`src/rtl/mem_arb_pkg.sv`:
```
// Shared types and encodings for the unified-memory arbiter.
// No logic of its own; pure type, constant and helper definitions.
// Used by mem_arbiter and rr_arb2.
package mem_arb_pkg;

  typedef enum logic [1:0] {
    ST_IDLE   = 2'd0,
    ST_ACC    = 2'd1,
    ST_RMW_WR = 2'd2
  } state_t;

  // LSU access sizes; 2'b11 is treated like a word
  localparam logic [1:0] SZ_B = 2'b00;
  localparam logic [1:0] SZ_H = 2'b01;
  localparam logic [1:0] SZ_W = 2'b10;

  // Requester ids, also the bit index of each port in req/gnt vectors
  localparam logic PORT_IF = 1'b0;
  localparam logic PORT_LS = 1'b1;

  // Byte and halfword sizes need a read-modify-write cycle
  function automatic logic is_sub_word(input logic [1:0] size);
    return !size[1];
  endfunction

  // Merge new store data into the old word; lane 0 always sits at addr,
  // so the new bytes are the low ones and no shifting is needed
  function automatic logic [31:0] rmw_merge(input logic [1:0]  size,
                                            input logic [31:0] old_word,
                                            input logic [31:0] wdata);
    if (size == SZ_B) return {old_word[31:8], wdata[7:0]};
    return {old_word[31:16], wdata[15:0]};
  endfunction

endpackage

```
`src/rtl/rr_arb2.sv`:
```
// Two-input round-robin arbiter; a tie goes to the port not granted last time.
// Combinational grant, zero latency; last_port moves only on a granted tie.
// No backpressure of its own: en gates all grants off while the owner is busy.
module rr_arb2
  import mem_arb_pkg::*;
(
  input  logic       sys_clk,
  input  logic       sys_rst_n,
  input  logic       en,
  input  logic [1:0] req,
  output logic [1:0] gnt
);

  logic last_port;

  // Grant a lone requester directly; break ties against the last winner
  always_comb begin
    gnt = 2'b00;
    if (en) begin
      if (req == 2'b11) begin
        gnt = (last_port == PORT_IF) ? 2'b10 : 2'b01;
      end else begin
        gnt = req;
      end
    end
  end

  // Remember the tie winner; reset favours fetch on the first tie
  always_ff @(posedge sys_clk or negedge sys_rst_n) begin
    if (!sys_rst_n) begin
      last_port <= PORT_LS;
    end else if (en && (req == 2'b11)) begin
      last_port <= ~last_port;
    end
  end

endmodule

```
`src/rtl/mem_arbiter.sv`:
```
// Shares the byte-addressed unified memory between fetch (port 0) and LSU (port 1).
// Grant to rvalid: 2 cycles for reads and word stores, 3 for byte/half stores.
// Requests are held until gnt; gnt is only given in IDLE, so a busy memory stalls requesters.
module mem_arbiter
  import mem_arb_pkg::*;
#(
  parameter int ADDR_WIDTH = 32,
  parameter int DATA_WIDTH = 32
) (
  input  logic                  sys_clk,
  input  logic                  sys_rst_n,
  input  logic                  if_req,
  input  logic [ADDR_WIDTH-1:0] if_addr,
  output logic                  if_gnt,
  output logic                  if_rvalid,
  output logic [DATA_WIDTH-1:0] if_rdata,
  input  logic                  ls_req,
  input  logic                  ls_we,
  input  logic [1:0]            ls_size,
  input  logic [ADDR_WIDTH-1:0] ls_addr,
  input  logic [DATA_WIDTH-1:0] ls_wdata,
  output logic                  ls_gnt,
  output logic                  ls_rvalid,
  output logic [DATA_WIDTH-1:0] ls_rdata,
  output logic                  mem_op,
  output logic                  mem_rw,
  output logic [ADDR_WIDTH-1:0] mem_addr,
  output logic [DATA_WIDTH-1:0] mem_data_w,
  input  logic [DATA_WIDTH-1:0] mem_data_r
);

  state_t                state_q, state_d;
  logic   [1:0]          gnt;
  logic                  arb_en;
  logic                  sel_ls;
  logic                  need_rmw;

  // Latched copy of the granted request
  logic                  port_q;
  logic                  we_q;
  logic [1:0]            size_q;
  logic [DATA_WIDTH-1:0] wdata_q;
  logic [DATA_WIDTH-1:0] pre_word_q;

  rr_arb2 u_arb (
    .sys_clk   (sys_clk),
    .sys_rst_n (sys_rst_n),
    .en        (arb_en),
    .req       ({ls_req, if_req}),
    .gnt       (gnt)
  );

  assign need_rmw = (port_q == PORT_LS) && we_q && is_sub_word(size_q);

  // State register
  always_ff @(posedge sys_clk or negedge sys_rst_n) begin
    if (!sys_rst_n) state_q <= ST_IDLE;
    else            state_q <= state_d;
  end

  // Next state: one access cycle, plus a write-back cycle for sub-word stores
  always_comb begin
    state_d = state_q;
    case (state_q)
      ST_IDLE:   if (|gnt) state_d = ST_ACC;
      ST_ACC:    state_d = need_rmw ? ST_RMW_WR : ST_IDLE;
      ST_RMW_WR: state_d = ST_IDLE;
      default:   state_d = ST_IDLE;
    endcase
  end

  // Grants are only offered while idle, straight from the arbiter
  always_comb begin
    arb_en = (state_q == ST_IDLE);
    if_gnt = gnt[PORT_IF];
    ls_gnt = gnt[PORT_LS];
    sel_ls = gnt[PORT_LS];
  end

  // Memory command, request latch and response registers
  always_ff @(posedge sys_clk or negedge sys_rst_n) begin
    if (!sys_rst_n) begin
      mem_op     <= 1'b0;
      mem_rw     <= 1'b0;
      mem_addr   <= '0;
      mem_data_w <= '0;
      if_rvalid  <= 1'b0;
      ls_rvalid  <= 1'b0;
      if_rdata   <= '0;
      ls_rdata   <= '0;
      port_q     <= PORT_IF;
      we_q       <= 1'b0;
      size_q     <= SZ_W;
      wdata_q    <= '0;
      pre_word_q <= '0;
    end else begin
      if_rvalid <= 1'b0;
      ls_rvalid <= 1'b0;
      case (state_q)
        ST_IDLE: begin
          if (|gnt) begin
            port_q     <= sel_ls;
            we_q       <= sel_ls && ls_we;
            size_q     <= ls_size;
            wdata_q    <= ls_wdata;
            mem_op     <= 1'b1;
            mem_addr   <= sel_ls ? ls_addr : if_addr;
            // Sub-word stores read first, so only a word store writes now
            mem_rw     <= sel_ls && ls_we && !is_sub_word(ls_size);
            mem_data_w <= sel_ls ? ls_wdata : '0;
          end
        end
        ST_ACC: begin
          if (need_rmw) begin
            pre_word_q <= mem_data_r;
            mem_data_w <= rmw_merge(size_q, mem_data_r, wdata_q);
            mem_rw     <= 1'b1;
            mem_op     <= 1'b1;
          end else begin
            mem_op <= 1'b0;
            mem_rw <= 1'b0;
            if (port_q == PORT_LS) begin
              ls_rdata  <= mem_data_r;
              ls_rvalid <= 1'b1;
            end else begin
              if_rdata  <= mem_data_r;
              if_rvalid <= 1'b1;
            end
          end
        end
        ST_RMW_WR: begin
          mem_op    <= 1'b0;
          mem_rw    <= 1'b0;
          ls_rdata  <= pre_word_q;
          ls_rvalid <= 1'b1;
        end
        default: begin
          mem_op <= 1'b0;
          mem_rw <= 1'b0;
        end
      endcase
    end
  end

endmodule

```
`config.mk`:
```
export PLATFORM = sky130hd
export DESIGN_NAME = mem_arbiter
export DESIGN_NICKNAME = d
export VERILOG_FILES = /design/src/rtl/mem_arb_pkg.sv /design/src/rtl/rr_arb2.sv /design/src/rtl/mem_arbiter.sv
export SDC_FILE = /design/constraint.sdc
export NUM_CORES = 1
export LEC_CHECK = 0
export CAP_MARGIN = 10
export CORE_MARGIN = 2
export CORE_UTILIZATION = 41
export DETAILED_ROUTE_END_ITERATION = 7
export PLACE_DENSITY_LB_ADDON = 0.08
export SLEW_MARGIN = 20
export SYNTH_ARGS = -nofsm -noshare
export SYNTH_HDL_FRONTEND = slang
export SYNTH_SLANG_ARGS = --single-unit
```
`constraint.sdc`:
```
create_clock -name sys_clk -period 1.6 [get_ports sys_clk]
set_input_delay 0.32 -clock sys_clk [delete_from_list [all_inputs] [get_ports sys_clk]]
set_output_delay 0.32 -clock sys_clk [all_outputs]
set_load 0.005 [all_outputs]
```
==> results_dict.tcl, run 1 <==
set metrics [dict create \
    wl_per_cell_um 20.01 \
    clock_sinks 187 \
    path_class "flop to flop" \
    clk_path_buf_depth 2 \
    cts_max_level 4 \
    grt_pass1_wl_um 36540 \
    synth_xor_xnor_area_share_pct 0.1103 \
    switching_share_pct 35.10 \
    final_cells 1293 \
    avgSynthCellArea_um2 12.20 \
    critical_path.slowest_cell "dfrtp_1" \
    finalClockSkew_ps 12.05 \
    start_util_pct 42.17 \
    drtIter0Drc 271 \
    tns_ps -14200 \
    finalPower_mw 27.90 \
    crit_start "state_q[0]" \
    synth_area_leader_cell "dfrtp_1" \
    dp_hpwl_um 15630 \
    grt-ovfl-total 0 \
    drv_cap 0 \
    r2r-start "state_q[0]" \
    synth_top_family_by_area "multiplexers" \
    finalWorstSetupSlack_ps -209.0 \
    dieArea_um2 20500 \
    track_usage_pct 23.29 \
    clkPwrFrac_pct 16.0 \
    required_ps 1920 \
    worstRegToRegCells 10 \
    synth-adder-area-share_pct 0.6302 \
    worstSetupEndpoint "mem_data_w[6]" \
    regArea_um2 4682 \
    insertion_delay_ps 430 \
    path_delay_family "buffers and inverters" \
    p_switching_mw 9.794 \
    path_depth 10 \
    wl_met1_um 10120 \
    min_period_ps 1809 \
    grt_setup_unrepaired "yes" \
    setup_viol 159 \
    max_freq_mhz 552.8 \
    drtPass1Iterations 4 \
    finalHoldViolCount 0 \
    hold_ws_ps 428.3 \
    diodes 0 \
    violations "negative setup slack" \
    fill_cells 1270 \
    p_leak_nw 6.039 \
    postLayoutCoreUtil_pct 72.85 \
    vdd_ir_drop_max_mv 0.9944 \
    drtAntennaViolNets 0 \
    clk_pin_slew_ps 80 \
    slowest_delay_ps 390 \
    numCtsBuffers 17 \
    pwr_density_cell_nw_per_um2 2034 \
    design_area_um2 13720 \
    vias 6602 \
    root_buffer "clkbuf_16" \
    max_slew_margin_pct 65.94 \
    tightest_slew_ps 510.9 \
    yosys.area_share.simple_pct 6.145 \
    drc 0 \
    dieWidth_um 143.2 \
    synth_flop_cell "dfrtp_1" \
    yosysTopAreaCellShare_pct 58.30 \
    worstReg2RegEnd "mem_data_w[6]" \
    multiInputGateArea_um2 3684 \
    core_area_um2 18830 \
    synth.area.top_cells "dfrtp_1, mux2_2, mux2i_1, a21oi_1, nor2_1" \
    numPortBuffers 268 \
    critPathMaxFanout 8 \
    synthArstFlopShare_pct 100.0 \
    pre_cts_ws_ps -346.3 \
    path_cells "inv_2, ha_4, buf_6, buf_4, nor2_2, a211oi_4, buf_6, clkbuf_16, nor2_1, a21oi_2" \
    layout.nets 1159 \
    dr_wl_met2_um 13820 \
    place_inst 1186 \
    yosysSeqAreaShare_pct 58.96 \
    ys_ff_latch 187 \
    synthMuxAreaShare_pct 20.97 \
    critPathBufInv 5 \
    cp.arrival_ps 2130 \
    synthesis.nets 790 \
    worstSetupEndpointType "flop" \
    dr_wl_met3_um 1474 \
    cpMostUsedCell "buf_6" \
    synth_cells 651 \
    fin_crit_sh_pct 113.1 \
    synth_edf_count 0 \
    grt_antenna_before_repair 0 \
    highest_layer "met4" \
    r2r_slack_ps -210 \
    synth_compound_area_share_pct 10.10 \
    rows 50 \
    combPwrFrac_pct 53.1 \
    grt_pass1_vias 6760 \
    wl_um 25870 \
    syn-cell-area_um2 7941 \
    p_seq_share_pct 30.9 \
    via_per_inst 5.106 \
    final_layout_size_suffix_gt1_share_pct 36.59 \
    die_h_um 143.2 \
    slew_viol_final 0 \
    syn2layout_area_growth_pct 72.74 \
    intPower_mw 18.11 \
    pin_count 269 \
    startpoint_type "flop" \
    yosysWarnings 0 \
    cts_tree "done" \
    synthDistinctLibCells 31 \
    place_congestion 0.7974 \
    status "finished with violations" \
    hp-class "input port to asynchronous set/reset pin" \
    place_area_um2 11360 \
    grt_max_degree 54 \
]
==> Yosys cell counts, types with 4 or more instances <==
master    instances
dfrtp_1         185
mux2_2           91
a21oi_1          66
nor2_1           65
mux2i_1          64
nand2_1          39
o21ai_0          35
a22oi_1          32
buf_2            30
clkbuf_1          8
inv_1             6
buf_4             5
ha_1              4
==> layer usage <==
layer	track usage (%)	up-vias
li1	-	3038
met1	28.16	3325
met2	41.05	211
met3	5.567	28
met4	7.348	0
met5	0	-
==> final cells by class <==
class	instances	share of cell area [%]
Timing Repair Buffer	394	31.95
Sequential cell	187	34.13
Multi-Input combinational cell	414	26.85
Tap cell	260	2.371
Clock buffer	17	3.101
Inverter	6	0.1642
Clock inverter	15	1.432
==> flip-flops by register name, indices dropped and copies added, names as in the netlist <==
signal	cells
if_rdata	32
if_rvalid	1
ls_rdata	32
ls_rvalid	1
mem_addr	32
mem_data_w	32
mem_op	1
mem_rw	1
port_q	1
pre_word_q	32
size_q	2
state_q	2
u_arb.last_port	1
wdata_q	16
we_q	1
==> placed cells by master, fill, tap and decap left out, types with 3 or more instances in the layout <==
cell,n
mux2i_1,55
buf_16,6
nand2_2,4
nand2_1,35
inv_8,4
dlygate4sd2_1,127
ha_4,3
buf_4,46
clkbuf_16,32
buf_8,7
a22oi_1,12
buf_6,21
a21oi_2,43
dfrtp_1,185
buf_12,31
a22oi_2,20
o21ai_1,29
inv_2,4
mux2_2,73
inv_6,4
nor2_4,22
clkdlybuf4s50_1,133
mux2i_2,9
dlymetal6s2s_1,5
nor2_1,35
a21oi_1,23
mux2_4,18
nor2_2,9
o21ai_0,3
==> cell families after synthesis <==
group,after synthesis
flops,187
simple gates,116
fa+ha+maj,4
xor+xnor,1
buf+inv,50
mux,155
compound gates,138
==> power by group through the flow <==
stage               clock, mW  combinational (mW)  sequential, mW
floorplan                   0                5.10            8.49
global placement            0                10.5            8.44
detailed placement          0                10.8            8.57
CTS                      4.51                12.5            8.42
global route             4.72                15.8            8.93
finish                   4.46                14.8            8.63
==> how the worst min path moves through the flow <==
stage                    from     endpoint  cells after the start
floorplan           sys_rst_n  if_rdata[0]                      0
detailed placement  sys_rst_n  ls_rdata[7]                      1
global route        sys_rst_n  if_rdata[6]                      2
CTS                 sys_rst_n  ls_rdata[7]                      2
global placement    sys_rst_n  ls_rdata[7]                      1
finish              sys_rst_n  ls_rdata[6]                      2
==> timing repair <==
action,CTS,global route
pin swaps,14,33
buffers inserted,39,16
gates cloned,14,19
hold endpoints to repair,44,0
gates resized for setup,185,211
endpoints found under the setup margin,269,180
hold buffers,1,0
No activity file was read; power rests on OpenSTA's default activity.
==> run 2: changes to the inputs <==
==> constraint.sdc (replaced) <==
create_clock -name sys_clk -period 1.55 [get_ports sys_clk]
set_input_delay 0.31 -clock sys_clk [delete_from_list [all_inputs] [get_ports sys_clk]]
set_output_delay 0.31 -clock sys_clk [all_outputs]
set_load 0.005 [all_outputs]
==> results_dict.tcl, run 2 (synthesis results as in run 1) <==
set metrics [dict create \
    status "finished with violations" \
    violations "negative setup slack" \
    setup_viol 183 \
    vdd_ir_drop_max_mv 1.118 \
    drtAntennaViolNets 0 \
    grt_pass1_vias 6620 \
    grt-ovfl-total 0 \
    final_common_cell "dfrtp_1" \
    worstReg2RegEnd "mem_data_w[9]" \
    clk_path_buf_depth 2 \
    drtPass1Iterations 4 \
    finalWorstSetupSlack_ps -209.7 \
    tightest_slew_ps 448.9 \
    die_h_um 143.2 \
    max_slew_margin_pct 70.04 \
    cpMostUsedCell "buf_6" \
    slowest_delay_ps 400 \
    rows 50 \
    cts_tree "done" \
    grt_max_degree 45 \
    required_ps 1910 \
    clk_pin_slew_ps 70 \
    layout.nets 1144 \
    hold_ws_ps 373.2 \
    r2r-start "state_q[0]" \
    finalPower_mw 27.65 \
    root_buffer "clkbuf_16" \
    worstRegToRegCells 9 \
    vias 6613 \
    finalClockSkew_ps 9.315 \
    min_period_ps 1760 \
    grt_setup_unrepaired "yes" \
    numPortBuffers 268 \
    pre_cts_ws_ps -473.7 \
    grt_antenna_before_repair 0 \
    grt_pass1_wl_um 36400 \
    core_area_um2 18830 \
    worstSetupEndpointType "flop" \
    start_util_pct 42.17 \
    finalHoldViolCount 0 \
    place_inst 1181 \
    place_congestion 0.8700 \
    drtIter0Drc 275 \
    final_cell_mix "dfrtp_1, clkdlybuf4s50_1, dlygate4sd2_1" \
    cp.arrival_ps 2120 \
    max_freq_mhz 568.3 \
    wl_per_cell_um 20.05 \
    drv_cap 0 \
    final_cells 1278 \
    p_leak_nw 5.947 \
    diodes 0 \
    drc 0 \
    final_layout_size_suffix_gt1_share_pct 32.02 \
    via_per_inst 5.174 \
    startpoint_type "flop" \
    postLayoutCoreUtil_pct 70.40 \
    insertion_delay_ps 440 \
    fin_crit_sh_pct 113.5 \
    wl_um 25630 \
    track_usage_pct 23.24 \
    critPathMaxFanout 6 \
    pin_count 269 \
    dieArea_um2 20500 \
    slew_viol_final 0 \
    cts_max_level 4 \
    dieWidth_um 143.2 \
    hp-class "input port to asynchronous set/reset pin" \
    critical_path.slowest_cell "dfrtp_1" \
    clock_sinks 187 \
    path_cells "inv_2, ha_4, buf_6, nand2_4, nor3b_4, buf_6, clkbuf_16, a22oi_1, a21oi_1" \
    dp_hpwl_um 15450 \
    pwr_density_cell_nw_per_um2 2086 \
    numCtsBuffers 17 \
    path_class "flop to flop" \
    r2r_slack_ps -210 \
    syn2layout_area_growth_pct 66.93 \
    fill_cells 1371 \
]
==> run 2: changes by cell type in the layout (fill, tap and decap cells not counted), moves of 5 or more <==
cell            delta
mux2i_1            +9
dlygate4sd2_1      +5
nor2_4            -19
nor2_2             -7
mux2_2            -11
mux2_4            +11
nor2_1            +26
buf_8              -6
o21ai_1           -12
mux2i_2            -9
buf_12            -14
dlymetal6s2s_1     -5
o21ai_0           +13
==> run 2: worst max-delay path by stage <==
stage	start	endpoint	slack [ps]	depth (start not counted)
floorplan	state_q[0]	ls_rdata[0]	-80	6
global placement	ls_req	ls_gnt	-480	5
detailed placement	ls_req	ls_gnt	-470	5
CTS	state_q[1]	if_gnt	-180	5
global route	state_q[0]	mem_data_w[12]	-260	9
finish	state_q[0]	mem_data_w[9]	-210	9
==> run 2: report_power, final <==
part,total (mW),switching [mW],internal (mW)
logic,14.5,6.17,8.29
clock network,4.41,2.08,2.33
registers,8.78,1.36,7.42
==> run 2: area by class of cell <==
cell class	instances	area [um2]	share of cell area (%)
Sequential cell	187	4682	35.32
Timing Repair Buffer	379	4100	30.93
Multi-Input combinational cell	414	3533	26.65
Clock buffer	18	439.2	3.313
Tap cell	260	325.3	2.454
Clock inverter	14	153.9	1.161
Inverter	6	22.52	0.1699
==> run 2: what timing repair did <==
action | CTS | global route
endpoints found under the setup margin | 249 | 183
hold buffers | 1 | 0
pin swaps | 4 | 44
gates cloned | 9 | 23
buffers inserted | 33 | 1
hold endpoints to repair | 35 | 0
gates resized for setup | 204 | 93
==> run 2: metrics by stage <==
step | setup TNS, ps | area (um2)
after floorplan | -3976 | 8023
after CTS | -16020 | 12490
after detailed placement | -28960 | 11350
after global routing | -34560 | 13260
final | -24930 | 13260
after global placement | -24170 | 11350
==> run 2: critical path, delay by kind of cell, from the launching register on <==
family          cells  cell delay [ps]
compound gates      2              230
flops               1              400
simple gates        2              250
buf+inv             4              590
fa+ha+maj           1              200
==> run 2: routing by layer <==
layer | GRT usage [%] | up-vias | wire, um
met5 | 0 | - | 0
met4 | 8.233 | 0 | 621
met3 | 5.265 | 46 | 1550
met2 | 39.23 | 238 | 13250
met1 | 29.39 | 3318 | 10200
li1 | - | 3011 | -
==> run 3: changes to the inputs <==
--- a/config.mk
+++ b/config.mk
@@ -5,9 +5,11 @@
 export SDC_FILE = /design/constraint.sdc
 export NUM_CORES = 1
 export LEC_CHECK = 0
+export ABC_CLOCK_PERIOD_IN_PS = 1550
 export CAP_MARGIN = 10
 export CORE_MARGIN = 2
 export CORE_UTILIZATION = 41
+export CTS_CLUSTER_SIZE = 40
 export DETAILED_ROUTE_END_ITERATION = 7
 export PLACE_DENSITY_LB_ADDON = 0.08
 export SLEW_MARGIN = 20
==> results of run 3 <==
Same layout as run 2: the final DEF is identical, and so are final timing and power.
